**config.mk**
```make
export PLATFORM = sky130hd
export DESIGN_NAME = vc_pop_arbiter
export DESIGN_NICKNAME = d
export VERILOG_FILES = /design/src/rtl/vc_pop_arbiter_pkg.sv /design/src/rtl/vc_route_stage.sv /design/src/rtl/vc_pop_arbiter.sv
export SDC_FILE = /design/constraint.sdc
export NUM_CORES = 1
export LEC_CHECK = 0
export ABC_CLOCK_PERIOD_IN_PS = 1500
export CAP_MARGIN = 20
export CORE_UTILIZATION = 37
export DETAILED_ROUTE_END_ITERATION = 8
export PLACE_DENSITY_LB_ADDON = 0.1
export SLEW_MARGIN = 0
export SYNTH_ARGS = -nofsm -noshare
export SYNTH_HDL_FRONTEND = slang
export SYNTH_SLANG_ARGS = --single-unit
```
**constraint.sdc**
```tcl
create_clock -name clk -period 1.5 [get_ports clk]
set_input_delay 0.375 -clock clk [delete_from_list [all_inputs] [get_ports clk]]
set_output_delay 0.375 -clock clk [all_outputs]
set_load 0.01 [all_outputs]
```
**src/rtl/vc_pop_arbiter_pkg.sv**
```systemverilog
// Shared definitions for the VC pop arbiter: FSM encodings, VC ids and
// default widths.
package vc_pop_arbiter_pkg;

    typedef enum logic [1:0] {
        ST_IDLE   = 2'b00,
        ST_ACTIVE = 2'b01,
        ST_STALL  = 2'b10
    } arb_state_t;

    localparam logic VC0_ID = 1'b0;
    localparam logic VC1_ID = 1'b1;

    localparam int DEFAULT_DATA_WIDTH = 6;
    localparam int DEFAULT_DEST_BIT   = 4;

endpackage : vc_pop_arbiter_pkg

```
**src/rtl/vc_route_stage.sv**
```systemverilog
// Two-stage pop-to-push pipeline: remembers which VC was popped, then picks
// that VC's read data and steers it to D0 or D1 by the destination bit.
module vc_route_stage
    import vc_pop_arbiter_pkg::*;
#(
    parameter int data_width = DEFAULT_DATA_WIDTH,
    parameter int dest_bit   = DEFAULT_DEST_BIT
) (
    input  logic                  clk,
    input  logic                  reset,
    input  logic                  init,
    input  logic                  pop_VC0,
    input  logic                  pop_VC1,
    input  logic [data_width-1:0] data_out_VC0,
    input  logic [data_width-1:0] data_out_VC1,
    output logic                  vld1,
    output logic                  push_D0,
    output logic                  push_D1,
    output logic [data_width-1:0] data_out_D0,
    output logic [data_width-1:0] data_out_D1
);

    logic                  src1;
    logic [data_width-1:0] word;
    logic                  to_d1;

    // Source read data is valid the cycle after the pop, so select by src1.
    assign word  = (src1 == VC1_ID) ? data_out_VC1 : data_out_VC0;
    assign to_d1 = word[dest_bit];

    always_ff @(posedge clk or negedge reset) begin
        if (!reset) begin
            vld1        <= 1'b0;
            src1        <= VC0_ID;
            push_D0     <= 1'b0;
            push_D1     <= 1'b0;
            data_out_D0 <= '0;
            data_out_D1 <= '0;
        end else if (!init) begin
            vld1        <= 1'b0;
            src1        <= VC0_ID;
            push_D0     <= 1'b0;
            push_D1     <= 1'b0;
            data_out_D0 <= '0;
            data_out_D1 <= '0;
        end else begin
            vld1        <= pop_VC0 | pop_VC1;
            src1        <= pop_VC1 ? VC1_ID : VC0_ID;
            push_D0     <= vld1 & !to_d1;
            push_D1     <= vld1 & to_d1;
            data_out_D0 <= (vld1 && !to_d1) ? word : '0;
            data_out_D1 <= (vld1 && to_d1) ? word : '0;
        end
    end

endmodule : vc_route_stage

```
**src/rtl/vc_pop_arbiter.sv**
```systemverilog
// Strict-priority reader of the VC0/VC1 FIFOs feeding destination FIFOs D0/D1,
// with backpressure stall, status FSM and sticky error.
module vc_pop_arbiter
    import vc_pop_arbiter_pkg::*;
#(
    parameter int data_width = DEFAULT_DATA_WIDTH,
    parameter int dest_bit   = DEFAULT_DEST_BIT
) (
    input  logic                  clk,
    input  logic                  reset,
    input  logic                  init,
    input  logic                  empty_fifo_VC0,
    input  logic                  empty_fifo_VC1,
    input  logic [data_width-1:0] data_out_VC0,
    input  logic [data_width-1:0] data_out_VC1,
    input  logic                  error_VC0,
    input  logic                  error_VC1,
    input  logic                  full_fifo_D0,
    input  logic                  full_fifo_D1,
    input  logic                  almost_full_fifo_D0,
    input  logic                  almost_full_fifo_D1,
    output logic                  pop_VC0,
    output logic                  pop_VC1,
    output logic                  push_D0,
    output logic                  push_D1,
    output logic [data_width-1:0] data_out_D0,
    output logic [data_width-1:0] data_out_D1,
    output logic                  idle_out,
    output logic                  error_out,
    output logic [1:0]            arb_state
);

    arb_state_t state;
    logic       stall;
    logic       any_pending;
    logic       vld1;
    logic       push_fault;

    // The destination is unknown until the word is read, so any full or
    // almost-full destination blocks the pop.
    assign stall       = almost_full_fifo_D0 | almost_full_fifo_D1 | full_fifo_D0 | full_fifo_D1;
    assign any_pending = !empty_fifo_VC0 | !empty_fifo_VC1;

    assign pop_VC0 = reset & init & !stall & !empty_fifo_VC0;
    assign pop_VC1 = reset & init & !stall & empty_fifo_VC0 & !empty_fifo_VC1;

    assign push_fault = (push_D0 & full_fifo_D0) | (push_D1 & full_fifo_D1);

    vc_route_stage #(
        .data_width (data_width),
        .dest_bit   (dest_bit)
    ) u_route (
        .clk          (clk),
        .reset        (reset),
        .init         (init),
        .pop_VC0      (pop_VC0),
        .pop_VC1      (pop_VC1),
        .data_out_VC0 (data_out_VC0),
        .data_out_VC1 (data_out_VC1),
        .vld1         (vld1),
        .push_D0      (push_D0),
        .push_D1      (push_D1),
        .data_out_D0  (data_out_D0),
        .data_out_D1  (data_out_D1)
    );

    always_ff @(posedge clk or negedge reset) begin
        if (!reset) begin
            state     <= ST_IDLE;
            error_out <= 1'b0;
        end else if (!init) begin
            state     <= ST_IDLE;
            error_out <= 1'b0;
        end else begin
            error_out <= error_out | error_VC0 | error_VC1 | push_fault;
            unique case (state)
                ST_IDLE: begin
                    if (any_pending) state <= stall ? ST_STALL : ST_ACTIVE;
                end
                ST_ACTIVE: begin
                    if (stall)
                        state <= ST_STALL;
                    else if (!any_pending && !vld1 && !pop_VC0 && !pop_VC1)
                        state <= ST_IDLE;
                end
                ST_STALL: begin
                    if (!stall && any_pending)
                        state <= ST_ACTIVE;
                    else if (!stall && !vld1)
                        state <= ST_IDLE;
                end
                default: state <= ST_IDLE;
            endcase
        end
    end

    assign arb_state = state;
    assign idle_out  = (state == ST_IDLE) & !vld1 & !push_D0 & !push_D1;

endmodule : vc_pop_arbiter

```
---- Word level (Yosys, flattened, before mapping) ----
Index checks and enable logic that the tools add are counted.
word-level totals
  register bits after elaboration ......... 19
  input port bits ......................... 23
  output and inout port bits .............. 20
  word-level logic and storage cells ...... 72
operators by class
  equality and inequality tests ........... 5
  multiplexer cells ....................... 19
  bitwise operators ....................... 21
  reductions and logical operators ........ 19
operators with widths
  kind                number
  $mux 6              5
  $mux 2              7
  $and 1x1->1         12
  $logic_not 1->1     10
  $or 1x1->1          9
  $ne 4x4->1 const B  2
  $logic_and 1x1->1   7
  $mux 1              6
  $pmux 2 s3          1
  $ne 3x3->1 const B  1
  $reduce_and 3->1    1
  $eq 2x1->1 const B  1
  $eq 2x2->1 const B  1
  $logic_not 2->1     1

---- Longest topological paths before layout ----
  word-level depth ........................ 13
  mapped depth ............................ 5
  gate-level depth less buffers ........... 3

---- By module ----
Synthesis repeated with hierarchy kept, for this count alone.
unflattened totals
  cell total of the unflattened synthesis .. 62
  area, all modules ....................... 780.7 um^2
by module, submodules not included
  module          times used  cells each  area each (um^2)  sequential area each (um^2)
  vc_route_stage  1           41          576.8             375.4
  vc_pop_arbiter  1           21          203.9             75.1

---- Worst setup path before layout ----
OpenSTA, ideal clock, no wires.
  kind .................................... input port to output port
  start point ............................. input port almost_full_fifo_D1
  end point ............................... output port pop_VC1
  arrival ................................. 1.217 ns
  data required time ...................... 1.125 ns
  slack ................................... -0.092 ns
  stages on the path ...................... 3
  buffers on the path ..................... 0
  cell sequence ........................... nor4_4 nand3_1 nor3b_1
between the ends
  word-level cells in the longest chain between the ends .. 7
ends and longest elaborated chain
  what                      line                  source
  start: declaration        vc_pop_arbiter.sv:21  input logic almost_full_fifo_D1,
  $or 1x1->1 (3 in a row)   vc_pop_arbiter.sv:41  assign stall = almost_full_fifo_D0 | almost_full_fifo_D1 | full_fifo_D0 | full_fifo_D1;
  $logic_not 1->1           vc_pop_arbiter.sv:45  assign pop_VC1 = reset & init & !stall & empty_fifo_VC0 & !empty_fifo_VC1;
  $and 1x1->1 (3 in a row)  vc_pop_arbiter.sv:45
  end: declaration          vc_pop_arbiter.sv:23  output logic pop_VC1,
Every way passes these cells.

---- Worst setup path in the final report ----
  start point ............................. register state[1], in the netlist arb_state[1]
  end point ............................... output port idle_out
between the ends
  word-level cells in the longest chain between the ends .. 4
ends and longest elaborated chain
  what                      line                  source
  start: declaration        vc_pop_arbiter.sv:33  arb_state_t state;
  start signal: assignment  vc_pop_arbiter.sv:78  if (any_pending) state <= stall ? ST_STALL : ST_ACTIVE;
  $logic_not 2->1           vc_pop_arbiter.sv:98  assign idle_out = (state == ST_IDLE) & !vld1 & !push_D0 & !push_D1;
  $and 1x1->1 (3 in a row)  vc_pop_arbiter.sv:98
  end: declaration          vc_pop_arbiter.sv:28  output logic idle_out,
Every way passes these cells.

==> metrics.md <==
| Metric | Value |
|---|---|
| Clock sink count | 18 |
| Die ar. | 2260 um^2 |
| Skew-Pair Late Insertion Delay | 0.29 ns |
| Worst setup SP type | flop |
| Gr ovfl total | 0 |
| Violated checks | setup timing |
| Fin crit period | 1.82 ns |
| Top cells by area, synth | dfrtp_1 (59%), mux2i_1 (6.5%), nor2_1 (3.4%) |
| Mapped Avg Cell Area | 12.0 um^2 |
| PwrDens | 712 nW/um^2 |
| WHS | 0.217 ns |
| Worst Hold Class | in -> async |
| Hold buffer count at CTS | 0 |
| # IOs | 43 |
| Status | finished, violations left |
| Ant. Diodes | 0 |
| Asr flop ratio synth | 100% |
| Cell chain of the critical path | or4_4 > nor2_1 > buf_2 |
| Total global-route track usage | 18.2% |
| Register area share after synthesis | 58.7% |
| Area after DPL | 1280 um^2 |
| GR met2 Demand/Resource | 31.2% |
| Wire per inst | 12.1 um |
| Via density | 4.57 |
| Area grow syn2layout | 70.0% |
| Post-route setup slack | -0.317 ns |
| Syn. warnings | 0 |
| Initial core utilization | 39.1% |
| Vias in the first global route | 631 |
| TritonCTS clock tree | built |
| M3 GR Usage | 5.28% |
| Synth top area share | 58.7% |
| Worst-path clk slew | 0.10 ns |
| Maximum vdd drop | 0.530 mV |
| CTS Buffer Depth | 2 |
| Synth Flop Type | dfrtp_1 |
| Inst Count DP | 141 |
| M1 GR Usage | 20.2% |
| DR iter-0 viols | 2 |
| Setup violators final | 3 |
| Flops & latches, synth | 18 |
| Final Net Count | 145 |
| Post-layout util | 66.5% |
| Final instance count without filler cells | 148 |
| Syn Inst Count | 64 |
| Max-slew violations | 0 |
| Core area | 1960 um^2 |
| TritonCTS buffer count | 3 |
| Initial DRT Pass Iterations | 4 |
| Final-report hold violation count | 0 |
| DRC violation count after routing | 0 |
| Share of cells above drive strength 1 | 29.8% |
| Chip Width | 47.5 um |
| Via count of the routed design | 677 |
| Crit share post-route | 121% |
| Number of flops mapped to enable cells by yosys | 0 |
| Req. time, crit path | 1.12 ns |
| CP max-delay cell | or4_4 |
| Final total power | 928 uW |
| Fin area | 1300 um^2 |
| Synth cell types | 24 |
| First-pass GRT wire length | 2690 um |
| Max cap viols | 0 |
| Post-synth top area cell | dfrtp_1 |
| Critical path endpoint category | output pin |
| Crit-path max FO | 2 |
| Pleak | 0.657 nW |
| Layer with the highest usage | met2 |
| Post-route ant nets | 0 |
| Initial antenna violation count | 0 |
| Post-DP HPWL | 1310 um |
| Max incr delay on CP | 0.54 ns |
| Mapped Area | 767 um^2 |
| Maximum number of pins on one net before global-route repair | 19 |
| Crit Path Class | reg -> out |
| Syn nets | 87 |
| Drt total wl | 1790 um |
| H-tree depth | 1 |
| Root Driver | clkbuf_4 |
| Die Ht | 47.5 um |
| Final Skew | 0.00199 ns |
| FP Rows | 16 |
| Final RePlAce weighted congestion | 0.847 |
| Fmax | 550 MHz |
| Port buffer count | 42 |
| CP Data Arrival Time | 1.44 ns |
| RSZ-0062 raised after global routing | yes |
[sequential cells by signal, indices dropped and copies added, names as in the netlist]
name and cells:
u_route.data_out_D0 6, u_route.data_out_D1 6, arb_state 2, error_out 1, u_route.push_D0 1, u_route.src1 1
u_route.vld1 1
[metal layers]
layer | share of wire [%] | routed length [um]
met5 | 0 | 0
met4 | 0.67 | 12
met1 | 40 | 717
met2 | 53 | 939
met3 | 6.6 | 118
[cell usage after synthesis, types with 2 or more instances]
| library cell | count |
|---|---|
| nand3_1 | 4 |
| a21oi_1 | 2 |
| inv_1 | 2 |
| nand2_1 | 3 |
| nor2_1 | 7 |
| nor2_2 | 4 |
| nor3b_1 | 3 |
| mux2i_1 | 5 |
| buf_6 | 2 |
| dfrtp_1 | 18 |
[power by group]
part	total [mW]	leakage [nW]	switching [mW]	internal, mW
logic	0.137	0.391	0.0533	0.0839
registers	0.494	0.245	0.00284	0.491
clock network	0.297	0.0210	0.149	0.148
[worst max-delay path: cells and delay by family (launching register included)]
| family | cells | cell delay [ns] |
|---|---|---|
| buffers and inverters | 1 | 0.13 |
| DFF | 1 | 0.39 |
| and+or+nand+nor | 2 | 0.63 |
[cell families (layout without fill, tap and decap cells)]
group                  after synthesis  after routing  synth area share [%]
AND/OR/NAND/NOR                     27             27                  21.2
other                                1              1                 0.489
buffers and inverters                5             62                  4.89
AO/OA/AOI/OAI                        7              7                  6.20
multiplexers                         6              6                  8.48
flip-flops                          18             18                  58.7
[path summary, 6_finish.rpt]
path	startpoint	to	slack (ns)	depth (start not counted)
min in group clk	full_fifo_D1	error_out	0.43	3
max in group asynchronous	reset	u_route.data_out_D1[4]	1.10	2
worst min register to register	error_out	error_out	0.63	2
worst max register to register	u_route.src1	u_route.data_out_D0[5]	0.23	3
worst max-delay path	arb_state[1]	idle_out	-0.32	3
worst min-delay path	reset	arb_state[0]	0.22	2
[layout make-up]
cell class / count / area, um^2
clock buffers: 4 / 36.3
fillers: 175 / 658
inverters: 2 / 7.51
multi-input cells: 41 / 293
flip-flops and latches: 18 / 450
well taps: 27 / 33.8
repair buffers: 56 / 483
[repair_timing]
action / 4_1_cts / 5_1_grt
setup buffers: 2 / 1
pin swaps: 4 / 2
endpoints found under the setup margin: 20 / 7
endpoints found under the hold margin: 0 / 0
gates resized for setup: 48 / 8
[metrics by stage]
stage | setup WS, ns | setup TNS, ns
5_1_grt | -0.383 | -0.675
4_1_cts | -0.321 | -0.483
3_3_place_gp | -0.905 | -3.34
3_5_place_dp | -0.928 | -3.45
6_report | -0.317 | -0.461
2_1_floorplan | 0.000505 | 0
[cell usage in the layout, fill, tap and decap left out, types with 3 or more instances in the layout]
cell type	n
clkdlybuf4s50_1	16
nor2_2	4
buf_4	14
dlygate4sd2_1	15
clkbuf_4	3
nand2_1	3
mux2i_1	5
nor2_1	7
dfrtp_1	18
nand3_1	3
buf_2	4
clkdlybuf4s15_1	3
Power figures use the tool's default switching activity.
